`config.mk`:
```
export PLATFORM = sky130hd
export DESIGN_NAME = mem_arbiter_flat
export DESIGN_NICKNAME = d
export VERILOG_FILES = /design/src/rtl/mem_arbiter_if.sv /design/src/rtl/mem_arbiter.sv /design/src/flat_wrapper.sv
export SDC_FILE = /design/constraint.sdc
export NUM_CORES = 1
export LEC_CHECK = 0
export ABC_AREA = 1
export BUFFER_PORTS_ARGS = -buffer_cell sky130_fd_sc_hd__buf_2
export CAP_MARGIN = 15
export CORE_ASPECT_RATIO = 1.2
export CORE_MARGIN = 2
export CORE_UTILIZATION = 30
export DETAILED_ROUTE_END_ITERATION = 7
export SLEW_MARGIN = 20
export SYNTH_ARGS = -nofsm -noshare
export SYNTH_HDL_FRONTEND = slang
export SYNTH_SLANG_ARGS = --single-unit
export TNS_END_PERCENT = 5
```
`constraint.sdc`:
```
create_clock -name clk -period 3.6 [get_ports clk]
set_input_delay 0.72 -clock clk [delete_from_list [all_inputs] [get_ports clk]]
set_output_delay 0.72 -clock clk [all_outputs]
set_load 0.01 [all_outputs]
```
`src/rtl/mem_arbiter_if.sv`:
```
// Bundle of signals between mem_arbiter, the two pipeline requesters and the ram_uart port.
// The slave modport is the arbiter's view; master is the pipeline/device side.
interface mem_arbiter_if #(
  parameter int unsigned ADDR_W = 16,
  parameter int unsigned DATA_W = 16
);
  logic              if_req;
  logic [ADDR_W-1:0] if_addr;
  logic              if_ack;
  logic [DATA_W-1:0] if_rdata;

  logic              mem_req;
  logic              mem_rd;
  logic              mem_wr;
  logic [ADDR_W-1:0] mem_addr;
  logic [DATA_W-1:0] mem_wdata;
  logic              mem_ack;
  logic [DATA_W-1:0] mem_rdata;

  logic              stall_if;
  logic              stall_mem;

  logic              dev_need_to_work;
  logic              dev_rd;
  logic              dev_wr;
  logic [ADDR_W-1:0] dev_addr;
  logic [DATA_W-1:0] dev_wdata;
  logic [31:0]       dev_act;
  logic              dev_done;
  logic [DATA_W-1:0] dev_result;

  logic              proto_err;
  logic              timeout_err;

  modport slave (
    input  if_req, if_addr, mem_req, mem_rd, mem_wr, mem_addr, mem_wdata, dev_done, dev_result,
    output if_ack, if_rdata, mem_ack, mem_rdata, stall_if, stall_mem,
    output dev_need_to_work, dev_rd, dev_wr, dev_addr, dev_wdata, dev_act,
    output proto_err, timeout_err
  );

  modport master (
    output if_req, if_addr, mem_req, mem_rd, mem_wr, mem_addr, mem_wdata, dev_done, dev_result,
    input  if_ack, if_rdata, mem_ack, mem_rdata, stall_if, stall_mem,
    input  dev_need_to_work, dev_rd, dev_wr, dev_addr, dev_wdata, dev_act,
    input  proto_err, timeout_err
  );
endinterface

```
`src/rtl/mem_arbiter.sv`:
```
// Arbitrates the shared ram_uart port between instruction fetch and the memory stage,
// issuing each transaction by bumping a 32-bit token and completing on dev_done.
module mem_arbiter #(
  parameter int unsigned ADDR_W     = 16,
  parameter int unsigned DATA_W     = 16,
  parameter int unsigned MEM_STREAK = 4,
  parameter int unsigned TIMEOUT    = 65535
) (
  input logic          clk,
  input logic          rst,
  mem_arbiter_if.slave bus
);

  localparam logic [1:0] StIdle  = 2'd0;
  localparam logic [1:0] StIssue = 2'd1;
  localparam logic [1:0] StWait  = 2'd2;

  localparam logic OwnIf  = 1'b0;
  localparam logic OwnMem = 1'b1;

  localparam int unsigned StreakW = $clog2(MEM_STREAK + 1);

  logic [1:0]         state_q, state_d;
  logic               owner_q, owner_d;
  logic               need_q, need_d;
  logic               rd_q, rd_d;
  logic               wr_q, wr_d;
  logic [ADDR_W-1:0]  addr_q, addr_d;
  logic [DATA_W-1:0]  wdata_q, wdata_d;
  logic               if_ack_q, if_ack_d;
  logic               mem_ack_q, mem_ack_d;
  logic [DATA_W-1:0]  if_rdata_q, if_rdata_d;
  logic [DATA_W-1:0]  mem_rdata_q, mem_rdata_d;
  logic               proto_q, proto_d;
  logic               tmo_q, tmo_d;
  logic [StreakW-1:0] streak_q, streak_d;
  logic [31:0]        cnt_q, cnt_d;
  logic               mem_sel, if_sel, act_inc;

  // Token survives reset so a late done from an aborted transaction can never match.
  logic [31:0]        dev_act_q = '0;

  always_comb begin
    state_d     = state_q;
    owner_d     = owner_q;
    need_d      = need_q;
    rd_d        = rd_q;
    wr_d        = wr_q;
    addr_d      = addr_q;
    wdata_d     = wdata_q;
    if_ack_d    = 1'b0;
    mem_ack_d   = 1'b0;
    if_rdata_d  = if_rdata_q;
    mem_rdata_d = mem_rdata_q;
    proto_d     = proto_q;
    tmo_d       = tmo_q;
    streak_d    = streak_q;
    cnt_d       = cnt_q;
    act_inc     = 1'b0;

    mem_sel = bus.mem_req && ((32'(streak_q) < MEM_STREAK) || !bus.if_req);
    if_sel  = bus.if_req && !mem_sel;

    case (state_q)
      StIdle: begin
        if (mem_sel) begin
          if (bus.mem_rd == bus.mem_wr) begin
            proto_d     = 1'b1;
            mem_ack_d   = 1'b1;
            mem_rdata_d = '0;
          end else begin
            owner_d = OwnMem;
            rd_d    = bus.mem_rd;
            wr_d    = bus.mem_wr;
            addr_d  = bus.mem_addr;
            wdata_d = bus.mem_wdata;
            need_d  = 1'b1;
            act_inc = 1'b1;
            state_d = StIssue;
          end
        end else if (if_sel) begin
          owner_d = OwnIf;
          rd_d    = 1'b1;
          wr_d    = 1'b0;
          addr_d  = bus.if_addr;
          wdata_d = '0;
          need_d  = 1'b1;
          act_inc = 1'b1;
          state_d = StIssue;
        end
      end
      // One cycle so the device can see the new token on its negedge before done counts.
      StIssue: begin
        cnt_d   = '0;
        state_d = StWait;
      end
      StWait: begin
        if (bus.dev_done) begin
          need_d  = 1'b0;
          state_d = StIdle;
          if (owner_q == OwnMem) begin
            mem_ack_d   = 1'b1;
            mem_rdata_d = bus.dev_result;
          end else begin
            if_ack_d   = 1'b1;
            if_rdata_d = bus.dev_result;
          end
        end else if ((TIMEOUT != 0) && ((cnt_q + 32'd1) == TIMEOUT)) begin
          tmo_d   = 1'b1;
          need_d  = 1'b0;
          state_d = StIdle;
          if (owner_q == OwnMem) begin
            mem_ack_d   = 1'b1;
            mem_rdata_d = '0;
          end else begin
            if_ack_d   = 1'b1;
            if_rdata_d = '0;
          end
        end else begin
          cnt_d = cnt_q + 32'd1;
        end
      end
      default: state_d = StIdle;
    endcase

    if (!bus.if_req) begin
      streak_d = '0;
    end else if (state_q == StIdle && if_sel) begin
      streak_d = '0;
    end else if (state_q == StIdle && mem_sel) begin
      streak_d = streak_q + StreakW'(1);
    end
  end

  always_ff @(posedge clk or negedge rst) begin
    if (!rst) begin
      state_q     <= StIdle;
      owner_q     <= OwnIf;
      need_q      <= 1'b0;
      rd_q        <= 1'b0;
      wr_q        <= 1'b0;
      addr_q      <= '0;
      wdata_q     <= '0;
      if_ack_q    <= 1'b0;
      mem_ack_q   <= 1'b0;
      if_rdata_q  <= '0;
      mem_rdata_q <= '0;
      proto_q     <= 1'b0;
      tmo_q       <= 1'b0;
      streak_q    <= '0;
      cnt_q       <= '0;
    end else begin
      state_q     <= state_d;
      owner_q     <= owner_d;
      need_q      <= need_d;
      rd_q        <= rd_d;
      wr_q        <= wr_d;
      addr_q      <= addr_d;
      wdata_q     <= wdata_d;
      if_ack_q    <= if_ack_d;
      mem_ack_q   <= mem_ack_d;
      if_rdata_q  <= if_rdata_d;
      mem_rdata_q <= mem_rdata_d;
      proto_q     <= proto_d;
      tmo_q       <= tmo_d;
      streak_q    <= streak_d;
      cnt_q       <= cnt_d;
    end
  end

  always_ff @(posedge clk) begin
    if (rst && act_inc) begin
      dev_act_q <= dev_act_q + 32'd1;
    end
  end

  assign bus.if_ack           = if_ack_q;
  assign bus.if_rdata         = if_rdata_q;
  assign bus.mem_ack          = mem_ack_q;
  assign bus.mem_rdata        = mem_rdata_q;
  assign bus.stall_if         = rst & bus.if_req & ~if_ack_q;
  assign bus.stall_mem        = rst & bus.mem_req & ~mem_ack_q;
  assign bus.dev_need_to_work = need_q;
  assign bus.dev_rd           = rd_q;
  assign bus.dev_wr           = wr_q;
  assign bus.dev_addr         = addr_q;
  assign bus.dev_wdata        = wdata_q;
  assign bus.dev_act          = dev_act_q;
  assign bus.proto_err        = proto_q;
  assign bus.timeout_err      = tmo_q;

endmodule

```
`src/flat_wrapper.sv`:
```
// flat-port wrapper written by rule: the top's interface ports become plain ports
module mem_arbiter_flat 
#(
  parameter int unsigned ADDR_W     = 16,
  parameter int unsigned DATA_W     = 16,
  parameter int unsigned MEM_STREAK = 4,
  parameter int unsigned TIMEOUT    = 65535
)
  (clk, rst, bus_if_req, bus_if_addr, bus_mem_req, bus_mem_rd, bus_mem_wr, bus_mem_addr, bus_mem_wdata, bus_dev_done, bus_dev_result, bus_if_ack, bus_if_rdata, bus_mem_ack, bus_mem_rdata, bus_stall_if, bus_stall_mem, bus_dev_need_to_work, bus_dev_rd, bus_dev_wr, bus_dev_addr, bus_dev_wdata, bus_dev_act, bus_proto_err, bus_timeout_err);
  mem_arbiter_if #(.ADDR_W(ADDR_W), .DATA_W(DATA_W)) bus_i ();
  input logic clk;
  input logic rst;
  input wire logic [$bits(bus_i.if_req)-1:0] bus_if_req;
  input wire logic [$bits(bus_i.if_addr)-1:0] bus_if_addr;
  input wire logic [$bits(bus_i.mem_req)-1:0] bus_mem_req;
  input wire logic [$bits(bus_i.mem_rd)-1:0] bus_mem_rd;
  input wire logic [$bits(bus_i.mem_wr)-1:0] bus_mem_wr;
  input wire logic [$bits(bus_i.mem_addr)-1:0] bus_mem_addr;
  input wire logic [$bits(bus_i.mem_wdata)-1:0] bus_mem_wdata;
  input wire logic [$bits(bus_i.dev_done)-1:0] bus_dev_done;
  input wire logic [$bits(bus_i.dev_result)-1:0] bus_dev_result;
  output wire logic [$bits(bus_i.if_ack)-1:0] bus_if_ack;
  output wire logic [$bits(bus_i.if_rdata)-1:0] bus_if_rdata;
  output wire logic [$bits(bus_i.mem_ack)-1:0] bus_mem_ack;
  output wire logic [$bits(bus_i.mem_rdata)-1:0] bus_mem_rdata;
  output wire logic [$bits(bus_i.stall_if)-1:0] bus_stall_if;
  output wire logic [$bits(bus_i.stall_mem)-1:0] bus_stall_mem;
  output wire logic [$bits(bus_i.dev_need_to_work)-1:0] bus_dev_need_to_work;
  output wire logic [$bits(bus_i.dev_rd)-1:0] bus_dev_rd;
  output wire logic [$bits(bus_i.dev_wr)-1:0] bus_dev_wr;
  output wire logic [$bits(bus_i.dev_addr)-1:0] bus_dev_addr;
  output wire logic [$bits(bus_i.dev_wdata)-1:0] bus_dev_wdata;
  output wire logic [$bits(bus_i.dev_act)-1:0] bus_dev_act;
  output wire logic [$bits(bus_i.proto_err)-1:0] bus_proto_err;
  output wire logic [$bits(bus_i.timeout_err)-1:0] bus_timeout_err;
  assign bus_i.if_req = bus_if_req;
  assign bus_i.if_addr = bus_if_addr;
  assign bus_i.mem_req = bus_mem_req;
  assign bus_i.mem_rd = bus_mem_rd;
  assign bus_i.mem_wr = bus_mem_wr;
  assign bus_i.mem_addr = bus_mem_addr;
  assign bus_i.mem_wdata = bus_mem_wdata;
  assign bus_i.dev_done = bus_dev_done;
  assign bus_i.dev_result = bus_dev_result;
  assign bus_if_ack = bus_i.if_ack;
  assign bus_if_rdata = bus_i.if_rdata;
  assign bus_mem_ack = bus_i.mem_ack;
  assign bus_mem_rdata = bus_i.mem_rdata;
  assign bus_stall_if = bus_i.stall_if;
  assign bus_stall_mem = bus_i.stall_mem;
  assign bus_dev_need_to_work = bus_i.dev_need_to_work;
  assign bus_dev_rd = bus_i.dev_rd;
  assign bus_dev_wr = bus_i.dev_wr;
  assign bus_dev_addr = bus_i.dev_addr;
  assign bus_dev_wdata = bus_i.dev_wdata;
  assign bus_dev_act = bus_i.dev_act;
  assign bus_proto_err = bus_i.proto_err;
  assign bus_timeout_err = bus_i.timeout_err;
  mem_arbiter #(.ADDR_W(ADDR_W), .DATA_W(DATA_W), .MEM_STREAK(MEM_STREAK), .TIMEOUT(TIMEOUT)) u_core (.clk(clk), .rst(rst), .bus(bus_i));
endmodule
```
# == After elaboration in Yosys (flattened, before gate mapping) ==
# Index checks and enable logic that the tools add are counted.
# totals
ff_bits,141
out_inout_bits,105
elab_cells,118
# classes
add_sub_neg,3
order_cmp,1
n_eq_ne,14
n_mux,55
bitwise,8
reduce_logical,21
# op_table
operator,count
$mux W16,16
$add A32 B1 Y32 const B,2
$mux W32,2
$pmux W32 S2,1
$eq A32 B16 Y1 const B,1
$pmux W16 S2,1
$mux W1,24
$reduce_and A3 Y1,6
$mux W2,5
$mux W3,3
$reduce_bool A2 Y1,4
$ne A2 B1 Y1 const B,3
$ne A2 B2 Y1 const B,3
$ne A3 B1 Y1 const B,2
$pmux W2 S3,1
$logic_and A1 B1 Y1,5
$reduce_and A5 Y1,1
$and A1 B1 Y1,4
$not A1 Y1,4
$pmux W1 S2,2
$reduce_and A4 Y1,1
$add A3 B1 Y3 const B,1
$lt A3 B3 Y1 const B,1
$ne A3 B2 Y1 const B,1
other kinds (7),8

# == Logic depth before layout (Yosys ltp) ==
# Gate-level depths: netlist (run 1).
# logic_depth
depth_word,9
mapped_depth,17
ltp_nobuf,16

# == Worst setup path before layout (run 1) ==
# Ideal clock, no wire load.
# synth_path
path_type,input to register
start,input bus_if_req
end,"register u_core.dev_act_q[0], in the netlist u_core.bus.dev_act[0], enable pin"
t_arrival_ps,3342
required_ps,3179
path_slack_ps,-163
stages,8
path_buffers,1
path_cell_list,inv_1 o21ai_2 inv_2 a211o_1 nor2_4 inv_2 buf_1 nor2_1
# synth_between
elab_chain_len,9
# synth_rtl
element,line,source
"start, declared",flat_wrapper.sv:13,input wire logic [$bits(bus_i.if_req)-1:0] bus_if_req;
$logic_not A1 Y1,mem_arbiter.sv:61,mem_sel = bus.mem_req && ((32'(streak_q) < MEM_STREAK) || !bus.if_req);
$logic_or A1 B1 Y1,mem_arbiter.sv:61,
$logic_and A1 B1 Y1,mem_arbiter.sv:61,
$logic_not A1 Y1,mem_arbiter.sv:62,if_sel = bus.if_req && !mem_sel;
$logic_and A1 B1 Y1,mem_arbiter.sv:62,
$mux W1,mem_arbiter.sv:81,end else if (if_sel) begin
$mux W1 (*),mem_arbiter.sv:66,if (mem_sel) begin
$mux W1 (*),mem_arbiter.sv:64,case (state_q)
$logic_and A1 B1 Y1 (*),mem_arbiter.sv:172,if (rst && act_inc) begin
"end signal, assigned",mem_arbiter.sv:173,dev_act_q <= dev_act_q + 32'd1;
"end, declared",mem_arbiter.sv:41,logic [31:0] dev_act_q = '0;
# Every way passes the cells marked *; elsewhere a longest branch is shown, timed or not.
# A chain may end at the register's enable or synchronous reset.

# == Final worst setup path (run 1) ==
# layout_path
start,register u_core.cnt_q[1]
end,register u_core.cnt_q[27]
# layout_between
elab_chain_len,4
word_cells_on_any_way,7
# layout_rtl
element,line,source
"start, declared",mem_arbiter.sv:37,"logic [31:0] cnt_q, cnt_d;"
"start signal, assigned",mem_arbiter.sv:167,cnt_q <= cnt_d;
$add A32 B1 Y32 (*),"mem_arbiter.sv:108, mem_arbiter.sv:120",
$eq A32 B16 Y1 or $mux W32 (tied branches),mem_arbiter.sv:108,end else if ((TIMEOUT != 0) && ((cnt_q + 32'd1) == TIMEOUT)) begin
$ne A2 B2 Y1 (no line) or $mux W32 (tied branches),n/a,
$reduce_and A3 Y1 (no line) or $pmux W32 S2 (tied branches),n/a,
# Every way passes the cells marked *; elsewhere a longest branch is shown, timed or not. The select of a mux whose other input is x is not followed.

==> results of run 1 <==
[how the worst min path moves through the flow]
stage	slack, ns	end	depth (start not counted)
after floorplan	0.42	u_core.bus.dev_addr[0]	0
after global placement	0.44	u_core.bus.timeout_err	1
after detailed placement	0.45	u_core.bus.proto_err	2
after CTS	0.43	u_core.bus.mem_rdata[7]	2
after global routing	0.47	u_core.bus.mem_rdata[1]	2
final	0.41	u_core.bus.mem_rdata[1]	2
[area by class of cell]
type / count / area, um2
Clock buffer: 19 / 453
Clock inverter: 13 / 121
Fill cell: 2514 / 14800
Inverter: 63 / 236
Multi-Input combinational cell: 691 / 3230
Sequential cell: 141 / 3690
Tap cell: 320 / 400
Timing Repair Buffer: 187 / 968
[metal layers]
layer | up-vias | global-route usage | share of wire
met4 | 0 | 0.0647 | 0.016
met2 | 234 | 0.278 | 0.48
li1 | 3341 | - | -
met3 | 24 | 0.0465 | 0.078
met5 | - | 0 | 0
met1 | 3127 | 0.193 | 0.42
[where the power goes]
group	switching, mW	total (mW)	internal [mW]
registers	0.268	2.34	2.07
clock network	0.797	1.75	0.948
logic	1.09	1.66	0.569
total	2.16	5.74	3.59
[logic make-up (layout without fill, tap and decap cells)]
logic type | Yosys count | count (layout) | synth area share
xor+xnor | 34 | 34 | 0.0408
buf+inv | 93 | 282 | 0.0535
simple gates | 599 | 599 | 0.351
flops | 141 | 141 | 0.505
fa+ha+maj | 4 | 4 | 0.00686
compound gates | 54 | 54 | 0.0422
[flip-flops by register name (all words and copies together), names as in the netlist]
register and count:
u_core.bus.proto_err 1, u_core.bus.dev_rd 1, u_core.bus.timeout_err 1, u_core.state_q 2
u_core.bus.if_rdata 16, u_core.bus.mem_rdata 16, u_core.cnt_q 32, u_core.bus.dev_addr 16
u_core.bus.dev_act 32, u_core.owner_q 1, u_core.bus.dev_need_to_work 1, u_core.bus.dev_wdata 16
u_core.bus.dev_wr 1, u_core.streak_q 3, u_core.bus.if_ack 1, u_core.bus.mem_ack 1
[synth_stat cells, drive strengths merged]
master,count,area share
nand2,354,0.19
dfrtp,109,0.37
nor2,108,0.062
nand3,89,0.062
inv,63,0.032
edfxtp,32,0.13
a21oi,24,0.016
xor2,23,0.028
nand4,22,0.019
a31oi,17,0.015
clkbuf,16,0.0082
buf,14,0.013
nand3b,11,0.011
xnor2,11,0.013
o21ai,10,0.0079
nor3,9,0.0062
ha,4,0.0069
nor4,3,0.0026
and2,2,0.0017
a211o,1,0.0012
a211oi,1,0.0010
a21o,1,0.0010
nor3b,1,0.0010
[stage by stage]
step / instances / util / cell area, um2
6_report: 1434 / 0.381 / 9100
4_1_cts: 1434 / 0.381 / 9100
5_1_grt: 1434 / 0.381 / 9100
3_3_place_gp: 1402 / 0.357 / 8520
3_5_place_dp: 1402 / 0.357 / 8520
2_1_floorplan: 925 / - / 7300
==> key figures, run 1 <==
Cells and area
  – Most frequent cells in the layout: nand2_1 (348), buf_2 (174), dfrtp_1 (109), nor2_1 (96), nand3_1 (88)
  – Final nets: 1176
  – Area Overhead vs Synth: 24.6%
  – Antenna diodes: 0
  – Share of cells above drive strength 1: 0.217
  – Most common cell after layout, fill and taps aside: nand2_1

Worst setup path
  – Crit path required time: ~3.9 ns
  – R2R depth: 16
  – R2r setup slk: 0.79 ns
  – Worst path depth: 16
  – Worst Path Max Fanout: 26
  – Reg2reg end: u_core.cnt_q[27]
  – Setup CP Type: reg -> reg
  – CP Buf/Inv Count: 0
  – Setup crit start: u_core.cnt_q[1]
  – CP max stage delay: 0.42 ns
  – Top delay family on crit path: simple AND/OR/NAND/NOR gates
  – CP Capture Type: flop
  – Startpoint types: flop
  – RR Startpoint: u_core.cnt_q[1]
  – Critical-path cell list: ha_1 > nand2_1 > nor2_2 > nand2_2 > nor2_2 > nand2_1 > nand2_1 > nand2_1 > nor2_1 > nand2_1 > nor2_1 > nand3_2 > nand2_4 > nand2_4 > nand2_1 > nand2_1
  – Worst setup path end: u_core.cnt_q[27]
  – Slowest-stage cell, CP: dfrtp_1
  – Critical Path AT: 3.13 ns
  – Worst path most repeated cell: nand2_1

Route
  – Initial DRC count: roughly 330
  – DR vias: 6726
  – Wire per inst: approximately 14 um
  – TritonRoute pass-1 iters: 5
  – Post-Route WL: 20000 um
  – Number of nets with antenna violations after routing: 0
  – DRC viols: 0
  – Post-DR vias/cell: 4.69

GRT
  – Vias in the first global route: 6786
  – Largest net degree at the start of global routing: 59
  – Grt total ovfl: 0
  – Total GRT Usage: 0.163
  – First-pass GRT wire length: 33600 um
  – Initial antenna violation count: 0

Timing
  – Tightest Pin Transition: 0.842 ns
  – FMAX: 356 MHz
  – Hold WS: 0.411 ns
  – Clock skew: 0.0134 ns
  – Period utilization: 0.780
  – Slew headroom: 0.439
  – Setup violations, final: 0
  – RSZ-0062 raised after global routing: no
  – Final Hold Violating Endpoints: 0
  – Post-route minimum period: 2.81 ns
  – Sum of negative setup slack: 0 ns
  – Final Max Slew Viols: 0
  – PnR worst setup slack: 0.792 ns

Place
  – DP HPWL: 14100 um
  – Buffers added on ports: 175
  – Pre-CTS setup slack: a little over 0.8 ns
  – Gpl congestion: 0.859

Die
  – Starting Density: 0.306
  – Ports: 176
  – Die Ht: around 170 um
  – Row count: a little over 60
  – Die W: about 150 um
  – Core area: 23900 um2
  – Die Footprint: 25600 um2

CTS
  – Num CTS Buffers: 17
  – Post-CTS Setup Repair Bufs: 0
  – CTS sink cnt: about 140
  – Clk slew on worst S/H paths: 0.07 ns
  – CTS Buffer Depth: 2
  – PostCTS Resize Cnt: 0
  – Clk_lat worst skew: 0.44 ns
  – Hold-fix buffers, CTS: 0
  – CTS tree: yes
  – Root buffer cell: clkbuf_16
  – H-tree depth: 4

Logic synthesis
  – Synth Area per Inst: 7.89 um2
  – Synth warn: 0
  – Post-synthesis sequential area ratio: 0.505
  – Synth cell types: 34
  – Synth Register Bits: 141
  – Cell count after synthesis: 925
  – Synthesized Nets: 1000
  – Mapped cell area: around 7300 um2

Hold path
  – Worst hold path type: in -> async

Run status
  – Status: complete, no violations

Power and ir drop
  – Peak VDD IR: between 0.3 and 0.4 mV
  – Power per Cell Area: 631 nW/um2
  – Pleak: 4.52 nW
  – Pwr Total: 5.74 mW

Job
  – Number of max-cap violations: 0
Power figures use the tool's default switching activity.
==> run 2, diff against run 1 <==
- clock period: 3.6 -> 2.8 ns (I/O delays scaled with it)
==> run 2 against run 1 <==
  * Critical path type unchanged
  * Flip-flop and latch count unchanged
  * Cell count up 0.21%
  * Die area is the same
  * Via count decreased by 0.65%
  * Largest power group unchanged
==> key figures, run 2 (synthesis results as in run 1) <==
GRT
  – First-pass GRT wire length: 33600 um (about the same)
  – Initial antenna violation count: 0 (unchanged)
  – Vias in the first global route: 6737 (-0.72%)
  – Grt total ovfl: 0 (unchanged)
  – Total GRT Usage: 0.162 (-0.000612)
  – GRT met1 Usage: 0.192 (-0.00185)
  – Largest net degree at the start of global routing: 110 (+86%)
  – Met3 GRT Util: 0.0504 (+0.00392)
  – Routing usage on met2: 0.280 (+0.00197)
  – GR peak layer: met2

Route
  – Post-DR vias/cell: 4.65 (-0.86%)
  – Post-Route WL: 19900 um (about the same)
  – DRC viols: 0 (unchanged)
  – Wire per inst: 13.9 um (-0.23%)
  – Initial DRC count: 247 (-26%)
  – Number of nets with antenna violations after routing: 0 (unchanged)
  – TritonRoute pass-1 iters: 4 (-1)
  – DR vias: 6682 (-0.65%)

CTS
  – Root buffer cell: clkbuf_16
  – H-tree depth: 4 (unchanged)
  – Num CTS Buffers: 17 (unchanged)
  – CTS sink cnt: 141 (unchanged)
  – Clk_lat worst skew: 0.42 ns (-0.02 ns)
  – CTS tree: yes
  – Clk slew on worst S/H paths: 0.06 ns (about the same)
  – CTS Buffer Depth: 2 (unchanged)

Die
  – Ports: 176 (unchanged)
  – Core area: 23900 um2 (unchanged)
  – Starting Density: 0.306 (unchanged)
  – Die W: 146 um (unchanged)
  – Die Ht: 175 um (unchanged)
  – Die Footprint: 25600 um2 (unchanged)
  – Row count: 62 (unchanged)

Worst setup path
  – Setup CP Type: reg -> reg
  – Worst Path Max Fanout: 17 (-35%)
  – Slowest-stage cell, CP: dfrtp_1
  – Startpoint types: flop
  – Setup crit start: u_core.cnt_q[1]
  – RR Startpoint: u_core.cnt_q[1]
  – Critical Path AT: 2.82 ns (-0.31 ns)
  – Worst path most repeated cell: nand2_1
  – Critical-path cell list: ha_1 > nand2_1 > inv_1 > nand3_1 > nor2_4 > nand2_1 > nand2_1 > nand2_1 > nor2_1 > nand2_1 > nor2_1 > nand3_2 > nand2_8 > nand2_4 > nand2_1 > nand2_1
  – CP Capture Type: flop
  – Crit path required time: 3.11 ns (-0.81 ns)
  – CP max stage delay: 0.40 ns (-0.02 ns)

Power and ir drop
  – Pleak: 4.55 nW (+0.58%)
  – Peak VDD IR: 0.708 mV (+82%)
  – Power per Cell Area: 802 nW/um2 (+27%)

Timing
  – Slew headroom: 0.420 (-0.0187)
  – Setup violations, final: 0 (unchanged)
  – Final Max Slew Viols: 0 (unchanged)
  – PnR worst setup slack: 0.290 ns (-0.502 ns)
  – Period utilization: 0.896 (+0.116)
  – FMAX: 398 MHz (+12%)
  – Clock skew: 0.0142 ns (+0.000795 ns)
  – Post-route minimum period: 2.51 ns (-0.298 ns)
  – Final Hold Violating Endpoints: 0 (unchanged)
  – RSZ-0062 raised after global routing: yes
  – Tightest Pin Transition: 0.870 ns (+0.0280 ns)

Hold path
  – Worst hold path type: in -> async

Place
  – Buffers added on ports: 175 (unchanged)
  – Dpl cells: 1403 (+0.071%)
  – Pre-CTS setup slack: 0.149 ns (-0.666 ns)
  – DP HPWL: 14000 um (-0.60%)
  – Gpl congestion: 0.857 (-0.19%)

Cells and area
  – Area Overhead vs Synth: 25.5%
  – Final std cells w/o fill: 1437 (+0.21%)
  – Final core utilization: 0.384 (+0.00283)
  – Most common cell after layout, fill and taps aside: nand2_1
  – Share of cells above drive strength 1: 0.218 (+0.00121)
  – Most frequent cells in the layout: nand2_1 (348), buf_2 (174), dfrtp_1 (109), nor2_1 (95), nand3_1 (88)
  – Final nets: 1179 (+0.26%)
  – Antenna diodes: 0 (unchanged)

Job
  – Number of max-cap violations: 0 (unchanged)

Run status
  – Status: complete, no violations
-- run 2: metrics by stage --
step           setup TNS [ns]  power [mW]  cell area [um2]  hold WS, ns
3_5_place_dp                0        5.21             8560        0.450
2_1_floorplan               0        4.26             7310        0.264
5_1_grt              -0.00325        7.85             9170        0.287
4_1_cts                     0        7.45             9110        0.262
6_report                    0        7.35             9170        0.238
3_3_place_gp                0        5.18             8560        0.443
-- run 2: final cells by class --
type / instances / area, um2
fillers: 2552 / 14700
clock inverters: 12 / 109
well taps: 320 / 400
repair buffers: 190 / 1020
multi-input cells: 691 / 3260
flip-flops and latches: 141 / 3690
clock buffers: 20 / 447
inverters: 63 / 236
-- run 2: where the power goes --
group | switching, mW | internal [mW]
clock | 0.930 | 1.25
combinational | 1.42 | 0.762
sequential | 0.321 | 2.66
-- run 2: final timing paths --
kind	to	slack [ns]	cells past startpoint
max	u_core.bus.mem_rdata[2]	0.29	16
min	u_core.bus.if_rdata[12]	0.24	2
max reg2reg	u_core.bus.mem_rdata[2]	0.29	16
min reg2reg	u_core.bus.timeout_err	0.46	1
max in group asynchronous	u_core.bus.dev_addr[8]	2.11	2
min in group clk	u_core.bus.dev_rd	0.35	2
-- run 2: worst max-delay path: cells and delay by family (launching register included) --
family | cells | cell delay, ns
flops | 1 | 0.40
simple gates | 14 | 1.66
fa+ha+maj | 1 | 0.21
buf+inv | 1 | 0.11
-- run 2: metal layers --
layer	vias to the layer above	wire, um
met2	205	9680
met4	0	312
met5	-	0
met1	3100	8480
li1	3354	-
met3	23	1470
-- run 2: timing repair --
item | 4_1_cts | 5_1_grt
gates resized for setup | 0 | 8
hold endpoints to repair | 0 | 0
buffers inserted | 0 | 2
endpoints found under the setup margin | 0 | 70
hold buffers | 0 | 0
==> run 3, diff against run 2 <==
- REMOVE_ABC_BUFFERS: default -> 1
- SKIP_LAST_GASP: default -> 1
==> run 3 against run 2 <==
  * Critical path depth is the same
  * Power is 1.6% higher
  * Register-to-register slack got worse by 0.03 ns
  * Highest routed layer unchanged
==> key figures, run 3 (synthesis results as in run 1) <==
Timing
  – Sum of negative setup slack: 0 ns (unchanged)
  – Tightest Pin Transition: 0.830 ns (-0.0396 ns)
  – Final Hold Violating Endpoints: 0 (unchanged)
  – Hold WS: 0.196 ns (-0.0428 ns)
  – FMAX: 394 MHz (-1.1%)
  – Setup violations, final: 0 (unchanged)
  – Period utilization: 0.906 (+0.0101)
  – Slew headroom: 0.446 (+0.0264)
  – Post-route minimum period: 2.54 ns (+0.0282 ns)
  – Clock skew: 0.0125 ns (-0.00173 ns)
  – PnR worst setup slack: 0.262 ns (-0.0282 ns)
  – RSZ-0062 raised after global routing: yes
  – Final Max Slew Viols: 0 (unchanged)

Route
  – Initial DRC count: 376 (+52%)
  – TritonRoute pass-1 iters: 5 (+1)
  – DR vias: 6635 (-0.70%)
  – Post-Route WL: 19500 um (-2.0%)
  – Wire per inst: 13.6 um (-2.0%)
  – Number of nets with antenna violations after routing: 0 (unchanged)
  – DRC viols: 0 (unchanged)
  – Post-DR vias/cell: 4.62 (-0.63%)

Worst setup path
  – Worst Path Max Fanout: 15 (-2)
  – Crit path required time: 3.16 ns (+0.05 ns)
  – CP Capture Type: flop
  – Startpoint types: flop
  – Critical Path AT: 2.90 ns (+0.08 ns)
  – Setup CP Type: reg -> reg

Cells and area
  – Share of cells above drive strength 1: 0.220 (+0.00109)
  – Antenna diodes: 0 (unchanged)
  – Most common cell after layout, fill and taps aside: nand2_1
  – Most frequent cells in the layout: nand2_1 (348), buf_2 (174), dfrtp_1 (109), nor2_1 (95), nand3_1 (88)
  – Final nets: 1178 (-0.085%)
  – Area Overhead vs Synth: 26.1%

Die
  – Row count: 62 (unchanged)
  – Die Footprint: 25600 um2 (unchanged)
  – Core area: 23900 um2 (unchanged)
  – Ports: 176 (unchanged)
  – Die W: 146 um (unchanged)
  – Starting Density: 0.306 (unchanged)
  – Die Ht: 175 um (unchanged)

CTS
  – H-tree depth: 4 (unchanged)
  – Hold-fix buffers, CTS: 0 (unchanged)
  – Clk slew on worst S/H paths: 0.07 ns (about the same)
  – CTS sink cnt: 141 (unchanged)
  – Num CTS Buffers: 17 (unchanged)
  – CTS tree: yes
  – Clk_lat worst skew: 0.43 ns (about the same)
  – Post-CTS Setup Repair Bufs: 0 (unchanged)
  – Root buffer cell: clkbuf_16
  – CTS Buffer Depth: 2 (unchanged)

GRT
  – Largest net degree at the start of global routing: 110 (unchanged)
  – Total GRT Usage: 0.156 (-0.00620)
  – Vias in the first global route: 6457 (-4.2%)
  – First-pass GRT wire length: 32600 um (-3.0%)
  – Grt total ovfl: 0 (unchanged)
  – Initial antenna violation count: 0 (unchanged)

Power and ir drop
  – Pwr Total: 7.46 mW (+1.6%)
  – Power per Cell Area: 811 nW/um2 (+1.1%)
  – Peak VDD IR: 0.441 mV (-38%)
  – Pleak: 4.57 nW (+0.39%)

Run status
  – Status: complete, no violations

Place
  – Gpl congestion: 0.872 (+1.8%)
  – Buffers added on ports: 175 (unchanged)
  – Pre-CTS setup slack: 0.0875 ns (-0.0616 ns)
  – DP HPWL: 13700 um (-2.1%)

Hold path
  – Worst hold path type: in -> async

Job
  – Number of max-cap violations: 0 (unchanged)
[run 3: stage by stage]
stage	instances	util	cell area, um2
after global routing	1436	0.385	9210
after floorplan	895	-	7150
final	1436	0.385	9210
after CTS	1436	0.384	9180
after detailed placement	1404	0.358	8560
after global placement	1404	0.358	8560
[run 3: cell type report]
cell class | instances | area, um2
clock buffer | 18 | 450
clock inverter | 14 | 161
fill | 2523 | 14700
inverter | 63 | 236
multi-input combinational | 691 | 3260
sequential | 141 | 3690
tap | 320 | 400
timing repair buffer | 189 | 1010
[run 3: timing repair]
| action | 4_1_cts | 5_1_grt |
|---|---|---|
| setup endpoints to repair | 0 | 66 |
| gates resized for setup | 0 | 6 |
| hold endpoints to repair | 0 | 0 |
[run 3: final timing paths]
check | startpoint | to | slack [ns] | cells after the start
worst max-delay path | u_core.cnt_q[1] | u_core.cnt_q[29] | 0.26 | 16
worst min-delay path | rst | u_core.bus.dev_addr[8] | 0.20 | 2
worst max register to register | u_core.cnt_q[1] | u_core.cnt_q[29] | 0.26 | 16
worst min register to register | u_core.bus.mem_rdata[11] | u_core.bus.mem_rdata[11] | 0.47 | 2
max in group asynchronous | rst | u_core.cnt_q[19] | 2.10 | 2
min in group clk | bus_mem_wr | u_core.bus.dev_rd | 0.35 | 2
[run 3: per-layer routing]
metal | GRT usage | part of all wire | vias up
li1 | - | - | 3348
met1 | 0.191 | 0.44 | 3106
met2 | 0.275 | 0.50 | 161
met3 | 0.0316 | 0.045 | 20
met4 | 0.0518 | 0.016 | 0
met5 | 0 | 0 | -
[run 3: worst max-delay path: stages, from the launching register on]
cell	delay (ns)
dfrtp_1	0.42
ha_1	0.21
nand2_1	0.10
inv_1	0.12
nand3_1	0.11
nor2_2	0.26
nand2_1	0.08
nand2_1	0.08
nand2_1	0.05
nor2_1	0.08
nand2_1	0.07
nor2_1	0.11
nand3_2	0.17
nand2_8	0.18
buf_4	0.21
nand3_1	0.11
nand2_1	0.09
[run 3: power breakdown]
part | internal, mW | switching, mW | leakage, nW
registers | 2.66 | 0.317 | 1.71
logic | 0.760 | 1.42 | 2.56
clock network | 1.25 | 1.05 | 0.296
